$ cat src/rtl/core_halt_scorer.sv
// rtl/core_halt_scorer.sv - halts the core after a NOP run, then scores dmem against an answer key
//
// Purpose:
//   Watches the fetched instruction stream for NOP_LIMIT consecutive NOPs
//   (program end). It then halts the core and compares data memory with the
//   answer-key memory, one word per cycle over NUM_WORDS words from byte
//   address 0. The result is reported as a match score and the first
//   mismatch address.
//
// Optional feature:
//   SCORER_MISS_MAP_EN - adds the miss_map output. Bit i is set when word i
//   mismatched.
//
// Ports:
//   clk              in   clock, rising edge
//   rst              in   asynchronous reset, active-high
//   imem_data        in   instruction fetched this cycle
//   core_halt        out  freezes core PC/regfile/dmem writes
//   rd_addr          out  byte address driven to dmem and key memories
//   dut_rd_data      in   dmem word at rd_addr (combinational read)
//   key_rd_data      in   answer-key word at rd_addr (combinational read)
//   busy             out  scan in progress
//   done             out  scoring complete, sticky until reset
//   score            out  number of matching words
//   first_miss_valid out  at least one mismatch seen
//   first_miss_addr  out  byte address of the first mismatch
//   miss_map         out  per-word mismatch flags (SCORER_MISS_MAP_EN only)

module core_halt_scorer #(
    parameter int                    WORD_WIDTH = 32,
    parameter int                    ADDR_WIDTH = 32,
    parameter int                    NUM_WORDS  = 32,
    parameter int                    NOP_LIMIT  = 10,
    parameter logic [WORD_WIDTH-1:0] NOP_INSTR  = 32'h0000_0013
) (
    input  logic                             clk,
    input  logic                             rst,
    input  logic [WORD_WIDTH-1:0]            imem_data,
    output logic                             core_halt,
    output logic [ADDR_WIDTH-1:0]            rd_addr,
    input  logic [WORD_WIDTH-1:0]            dut_rd_data,
    input  logic [WORD_WIDTH-1:0]            key_rd_data,
    output logic                             busy,
    output logic                             done,
    output logic [$clog2(NUM_WORDS+1)-1:0]   score,
    output logic                             first_miss_valid,
    output logic [ADDR_WIDTH-1:0]            first_miss_addr
`ifdef SCORER_MISS_MAP_EN
    ,
    output logic [NUM_WORDS-1:0]             miss_map
`endif
);

    localparam int SCORE_W = $clog2(NUM_WORDS + 1);
    localparam int NOP_W   = $clog2(NOP_LIMIT + 1);
    localparam int IDX_W   = (NUM_WORDS > 1) ? $clog2(NUM_WORDS) : 1;

    typedef enum logic [1:0] {
        ST_RUN  = 2'd0,
        ST_SCAN = 2'd1,
        ST_DONE = 2'd2
    } state_t;

    state_t                r_state,     w_state;
    logic [NOP_W-1:0]      r_nop_cnt,   w_nop_cnt;
    logic                  r_core_halt, w_core_halt;
    logic [ADDR_WIDTH-1:0] r_rd_addr,   w_rd_addr;
    logic                  r_busy,      w_busy;
    logic                  r_done,      w_done;
    logic [SCORE_W-1:0]    r_score,     w_score;
    logic                  r_fmv,       w_fmv;
    logic [ADDR_WIDTH-1:0] r_fma,       w_fma;
    // Word index kept separately from rd_addr so the end-of-scan test does
    // not depend on the address arithmetic.
    logic [IDX_W-1:0]      r_idx,       w_idx;
`ifdef SCORER_MISS_MAP_EN
    logic [NUM_WORDS-1:0]  r_miss_map,  w_miss_map;
`endif

    logic w_is_nop;
    logic w_match;

    assign w_is_nop = (imem_data == NOP_INSTR);
    assign w_match  = (dut_rd_data == key_rd_data);

    always_ff @(posedge clk or posedge rst) begin
        if (rst) begin
            r_state     <= ST_RUN;
            r_nop_cnt   <= '0;
            r_core_halt <= 1'b0;
            r_rd_addr   <= '0;
            r_busy      <= 1'b0;
            r_done      <= 1'b0;
            r_score     <= '0;
            r_fmv       <= 1'b0;
            r_fma       <= '0;
            r_idx       <= '0;
`ifdef SCORER_MISS_MAP_EN
            r_miss_map  <= '0;
`endif
        end else begin
            r_state     <= w_state;
            r_nop_cnt   <= w_nop_cnt;
            r_core_halt <= w_core_halt;
            r_rd_addr   <= w_rd_addr;
            r_busy      <= w_busy;
            r_done      <= w_done;
            r_score     <= w_score;
            r_fmv       <= w_fmv;
            r_fma       <= w_fma;
            r_idx       <= w_idx;
`ifdef SCORER_MISS_MAP_EN
            r_miss_map  <= w_miss_map;
`endif
        end
    end

    always_comb begin
        w_state     = r_state;
        w_nop_cnt   = r_nop_cnt;
        w_core_halt = r_core_halt;
        w_rd_addr   = r_rd_addr;
        w_busy      = r_busy;
        w_done      = r_done;
        w_score     = r_score;
        w_fmv       = r_fmv;
        w_fma       = r_fma;
        w_idx       = r_idx;
`ifdef SCORER_MISS_MAP_EN
        w_miss_map  = r_miss_map;
`endif

        case (r_state)
            ST_RUN: begin
                if (w_is_nop) begin
                    // The NOP that completes the run is counted on this edge,
                    // so the halt happens on the edge that sees NOP number
                    // NOP_LIMIT.
                    if (r_nop_cnt == NOP_W'(NOP_LIMIT - 1)) begin
                        w_state     = ST_SCAN;
                        w_core_halt = 1'b1;
                        w_busy      = 1'b1;
                        w_rd_addr   = '0;
                        w_idx       = '0;
                        w_nop_cnt   = '0;
                    end else begin
                        w_nop_cnt = r_nop_cnt + NOP_W'(1);
                    end
                end else begin
                    w_nop_cnt = '0;
                end
            end

            ST_SCAN: begin
                if (w_match) begin
                    w_score = r_score + SCORE_W'(1);
                end else begin
`ifdef SCORER_MISS_MAP_EN
                    w_miss_map[r_idx] = 1'b1;
`endif
                    if (!r_fmv) begin
                        w_fmv = 1'b1;
                        w_fma = r_rd_addr;
                    end
                end
                // rd_addr holds on the last word so it never runs past the
                // compared region.
                if (r_idx == IDX_W'(NUM_WORDS - 1)) begin
                    w_state = ST_DONE;
                    w_busy  = 1'b0;
                    w_done  = 1'b1;
                end else begin
                    w_rd_addr = r_rd_addr + ADDR_WIDTH'(4);
                    w_idx     = r_idx + IDX_W'(1);
                end
            end

            ST_DONE: begin
                // Terminal until reset; every output holds.
            end

            default: begin
                w_state = ST_RUN;
            end
        endcase
    end

    assign core_halt        = r_core_halt;
    assign rd_addr          = r_rd_addr;
    assign busy             = r_busy;
    assign done             = r_done;
    assign score            = r_score;
    assign first_miss_valid = r_fmv;
    assign first_miss_addr  = r_fma;
`ifdef SCORER_MISS_MAP_EN
    assign miss_map         = r_miss_map;
`endif

endmodule

$ cat config.mk
export PLATFORM = sky130hd
export DESIGN_NAME = core_halt_scorer
export DESIGN_NICKNAME = d
export VERILOG_FILES = /design/src/rtl/core_halt_scorer.sv
export SDC_FILE = /design/constraint.sdc
export NUM_CORES = 1
export LEC_CHECK = 0
export CELL_PAD_IN_SITES_DETAIL_PLACEMENT = 1
export CELL_PAD_IN_SITES_GLOBAL_PLACEMENT = 1
export CORE_MARGIN = 2
export CORE_UTILIZATION = 35
export DETAILED_ROUTE_END_ITERATION = 6
export PLACE_DENSITY = 0.87
export SLEW_MARGIN = 25
export SYNTH_ARGS = -nofsm -noshare
export SYNTH_HDL_FRONTEND = slang
export SYNTH_SLANG_ARGS = --single-unit
export TNS_END_PERCENT = 50
$ cat constraint.sdc
create_clock -name clk -period 6.6 [get_ports clk]
set_input_delay 1.98 -clock clk [delete_from_list [all_inputs] [get_ports clk]]
set_output_delay 1.98 -clock clk [all_outputs]
set_load 0.01 [all_outputs]
Yosys cells after proc, flatten, opt, wreduce, memory -nomap -nowiden
Cells that the tools add are included.
{"block": "op_classes", "add_sub_neg": 4, "multipliers": 0, "div_mod_pow": 0, "magnitude_cmp": 0, "n_eq_ne": 10, "shift": 0, "n_mux": 18, "bitwise": 3, "reduce_logical": 10}
{"operator": "32-bit two-way mux", "count": 3}
{"operator": "32-bit case mux with 2 select lines", "count": 1}
{"operator": "32-bit by 3-bit adder with 32-bit output (second input constant)", "count": 1}
{"operator": "32-bit equality test", "count": 1}
{"operator": "32-bit by 5-bit equality test with 1-bit output (second input constant)", "count": 1}
{"operator": "5-bit two-way mux", "count": 3}
{"operator": "4-bit AND reduction", "count": 3}
{"operator": "5-bit case mux with 2 select lines", "count": 1}
{"operator": "4-bit two-way mux", "count": 2}
{"operator": "2-bit != test (second input constant)", "count": 4}
{"operator": "6-bit by 1-bit adder with 6-bit output (second input constant)", "count": 1}
{"operator": "2-bit two-way mux", "count": 3}
{"operator": "2-bit case mux with 3 select lines", "count": 1}
{"operator": "2-bit AND reduction", "count": 3}
{"operator": "3-bit AND reduction", "count": 2}
{"operator": "5-bit by 1-bit adder with 5-bit output (second input constant)", "count": 1}
{"operator": "5-bit equality test (second input constant)", "count": 1}
{"operator": "4-bit by 1-bit adder with 4-bit output (second input constant)", "count": 1}
{"operator": "4-bit equality test (second input constant)", "count": 1}
{"operator": "1-bit two-way mux", "count": 3}
{"operator": "1-bit NOT", "count": 3}
{"operator": "2-bit by 1-bit equality test with 1-bit output (second input constant)", "count": 1}
{"operator": "2-bit equality test (second input constant)", "count": 1}
{"operator": "2-bit zero test", "count": 1}
{"operator": "2 further kinds", "count": 2}
{"block": "totals", "reg_bits": 85, "latchBits": 0, "ram_bits": 0, "rom_bits": 0, "input_bits": 98, "out_inout_bits": 74, "wordCells": 55, "n_memories": 0}

Depth between registers and ports, before layout
{"block": "logic_depth", "word_depth": 4, "mapped_depth": 9, "depth_no_buf": 8}

Least setup slack after synthesis
No wires, ideal clock.
{"block": "synth_timing", "kind": "input port to flip-flop", "startpoint": "input key_rd_data[9]", "endpoint": "register r_fma[29], in the netlist first_miss_addr[29]", "setup_time_ps": 125, "arrival_time_ps": 3396, "t_required_ps": 6475, "setup_slack_ps": 3080, "path_stages": 6, "n_path_buf": 1, "path_cell_list": "xor2_1 nor4_1 nand4_1 o21ai_1 buf_2 mux2_2"}
{"block": "synth_via", "elab_chain_len": 3}
{"item": "start: declaration", "line": "42", "rtl": "input logic [WORD_WIDTH-1:0] key_rd_data,"}
{"item": "32-bit equality test", "line": "84", "rtl": "assign w_match = (dut_rd_data == key_rd_data);"}
{"item": "1-bit NOT (no source line)"}
{"item": "3-bit AND reduction (no source line)"}
{"item": "end signal: assignment", "line": "110", "rtl": "r_fma <= w_fma;"}
{"item": "end: declaration", "line": "72", "rtl": "logic [ADDR_WIDTH-1:0] r_fma, w_fma;"}
No other way between the ends.
A chain may end at the register's enable or synchronous reset.

Worst setup path in the final report
{"block": "layout_timing", "startpoint": "input key_rd_data[12]", "endpoint": "register r_fma[27], in the netlist first_miss_addr[27]"}
The elaborated chain is that of the path after synthesis.

==> impl_metrics.csv <==
group,metric,value,unit
outcome,status,"completed",
finish,utilization,54.1,%
detailed_routing,wirelength,12000,µm
detailed_routing,dr.pass1.iters,6,
global_routing,antenna_found_initial,0,
placed_design,hpwl,9020,µm
synthesis,seq_area_frac_synth,49.8,%
setup_path,reg2regPathDepth,8,
detailed_routing,first_iter_violations,86,
detailed_routing,ant_nets,0,
die,ioPinCount,172,
synthesis,synth.avg_cell_area,11.0,µm²
sta,clock.fmax,0.224,GHz
setup_path,cp.required,6810,ps
finish,layout_common_cells,"167 x clkdlybuf4s50_1, 81 x dfrtp_1, 57 x xor2_1, 33 x nor2_1, 30 x mux2_2",
finish,antenna_cells,0,
synthesis,async_flop_share,100,%
sta,tightest_slew,952,ps
setup_path,arrival,4670,ps
synthesis,synth_edf_count,0,
sta,drv_slew,0,
synthesis,syn_area,4070,µm²
power_and_ir_drop,intPower,0.000812,W
global_routing,gr-total-overflow,0,
setup_path,crit_chain,"clkdlybuf4s50_1 -> xor2_1 -> nor4_1 -> nand4_1 -> o21ai_4 -> mux2_2",
setup_path,critPathCaptureType,"register",
setup_path,slowest_delay,880,ps
sta,rsz0062_at_grt,"false",
die,rows,39,
cts,h-tree-depth,3,
power_and_ir_drop,ir_drop,0.123,mV
detailed_routing,drc,0,
sta,tns,0,ps
placed_design,place.port_buffers,167,
sta,fin_crit_sh,67.6,%
worst_hold_path,hold_path_class,"register to register",
cts,cts_setup_buffers,0,
cts,holdBufCountCts,0,
finish,layout_commonest_cell,"clkdlybuf4s50_1",
setup_path,path_max_fanout,30,
cts,insertion_delay,330,ps
synthesis,synthTopCellsByArea,"dfrtp_1 50%, xor2_1 12%, mux2_2 8.3%",
setup_path,worstSetupStartpointType,"input pin",
synthesis,netlist.area_leader.share,49.8,%
power_and_ir_drop,swShare,21.6,%
finish,area_growth,50.9,%
worst_hold_path,hold_depth,1,
power_and_ir_drop,p_comb_share,8.7,%
power_and_ir_drop,p_clk_share,43.4,%
sta,relSlewSlack,36.3,%
cts,clock-sinks,81,
cts,cts_resized,0,
synthesis,yosysWarnings,0,
cts,path_clk_slew,60,ps
die,die_y,112,µm
power_and_ir_drop,pwr_density_cell,168,nW/µm²
cts,cts_tree,"done",
synthesis,ys_ff_latch,81,
cts,cts_made_buffers,9,
global_routing,grt_pass1_wl,19700,µm
global_routing,grtUsageTotal,19.3,%
placed_design,globalplace.congestion,0.734,
global_routing,grt_pass1_vias,3909,
sta,setup_violations,0,
cts,clk_path_buf_depth,2,
sta,final.min_clock_period,4460,ps
flow_run,cap_viol_max_count,0,
setup_path,crit_buf_inv,1,
detailed_routing,vias_per_cell,5.12,
finish,layout-drive-gt1-share,9.41,%
global_routing,grt_max_degree,56,
setup_path,worstSetupPathType,"input pin to register",
detailed_routing,routedWlPerCell,17.4,µm
sta,finalHoldViolations,0,
finish,nets,641,
detailed_routing,num_vias,3504,
cts,root_buffer,"clkbuf_16",
setup_path,cp_top_family,"compound AO/OA/AOI/OAI gates",
setup_path,crit_cells,6,
synthesis,synth_ff_type,"dfrtp_1",
synthesis,synth.distinct_cells,41,
setup_path,slowest_stage,"o21ai_4",
power_and_ir_drop,p_leak,2.61,nW
synthesis,yosysTopAreaCell,"dfrtp_1",
die,coreArea,11400,µm²
die,die-area,12500,µm²
power_and_ir_drop,netSwitchingPower,0.000223,W
synthesis,syn_inst,370,
sta,skew,6.42,ps
power_and_ir_drop,p_seq_share,47.9,%
die,dieWidth,112,µm
die,start_util,35.8,%
-- cell families (layout without fill, tap and decap cells) --
group	Yosys count	after routing	share of synthesized area [%]
xor gates and xnor gates	59	59	12.7
DFF	81	81	49.8
and+or+nand+nor	136	136	18.8
other	1	4	0.0920
buffers and inverters	23	192	2.64
adders and majority gates	6	6	1.84
muxes	36	36	9.89
AOI/OAI and AO/OA	28	28	4.33
-- state kept, by name, indices dropped and copies added, names as in the netlist --
register / count
done: 1
r_idx: 5
core_halt: 1
score: 6
r_nop_cnt: 4
busy: 1
first_miss_valid: 1
rd_addr: 30
r_state: 2
first_miss_addr: 30
-- area by class of cell --
| type | instances | area (µm²) |
|---|---|---|
| Clock buffer | 12 | 236 |
| Clock inverter | 4 | 30.0 |
| Fill cell | 1241 | 5220 |
| Inverter | 7 | 27.5 |
| Multi-Input combinational cell | 269 | 1960 |
| Sequential cell | 81 | 2030 |
| Tap cell | 143 | 179 |
| Timing Repair Buffer | 169 | 1690 |
-- synthesized netlist by cell type, types with 3 or more instances --
library cell,n
nor3_1,8
nand2_1,13
a21oi_1,6
mux2_2,30
buf_2,4
nor2_1,33
dfrtp_1,81
xor2_1,57
nor4_1,17
inv_1,7
and3_1,7
and2_1,3
a21o_1,3
mux2_1,4
o21ai_0,10
buf_4,4
nand2b_1,4
clkbuf_1,7
nor2b_1,4
o2bb2ai_1,5
and4_1,3
ha_1,6
nand3_1,13
nand4_1,18
-- through the flow --
| step | hold slack [ps] | power, W | setup WS, ps | area (µm²) | cells |
|---|---|---|---|---|---|
| detailed placement | 462 | 0.000597 | 1740 | 5880 | 669 |
| CTS | 486 | 0.00105 | 2090 | 6150 | 685 |
| finish | 476 | 0.00104 | 2140 | 6150 | 685 |
| global placement | 452 | 0.000593 | 1890 | 5880 | 669 |
| global route | 493 | 0.00107 | 1950 | 6150 | 685 |
| floorplan | 485 | 0.000530 | 2540 | 4090 | 373 |
-- routing by layer --
layer | routed length, µm | share of wire [%] | global-route usage (%)
met3 | 444 | 3.7 | 4.19
met4 | 153 | 1.3 | 4.12
met2 | 6550 | 55 | 36.6
met5 | 0 | 0 | 0
met1 | 4810 | 40 | 22.2
-- final timing paths --
| path | end | start | slack (ps) |
|---|---|---|---|
| max | first_miss_addr[27] | key_rd_data[12] | 2140 |
| min | score[5] | score[5] | 480 |
| max reg2reg | rd_addr[29] | r_idx[0] | 3630 |
| min reg2reg | score[5] | score[5] | 480 |
| max in group asynchronous | first_miss_addr[5] | rst | 3560 |
| min in group asynchronous | first_miss_addr[11] | rst | 1980 |
-- power groups by stage --
stage / Combinational, W / Clock, W / Sequential (W)
after global routing: 0.0000981 / 0.000478 / 0.000496
after global placement: 0.0000876 / 0 / 0.000506
after floorplan: 0.0000247 / 0 / 0.000506
final: 0.0000903 / 0.000449 / 0.000497
after CTS: 0.0000919 / 0.000458 / 0.000497
after detailed placement: 0.0000915 / 0 / 0.000506
No activity file was read; power rests on OpenSTA's default activity.
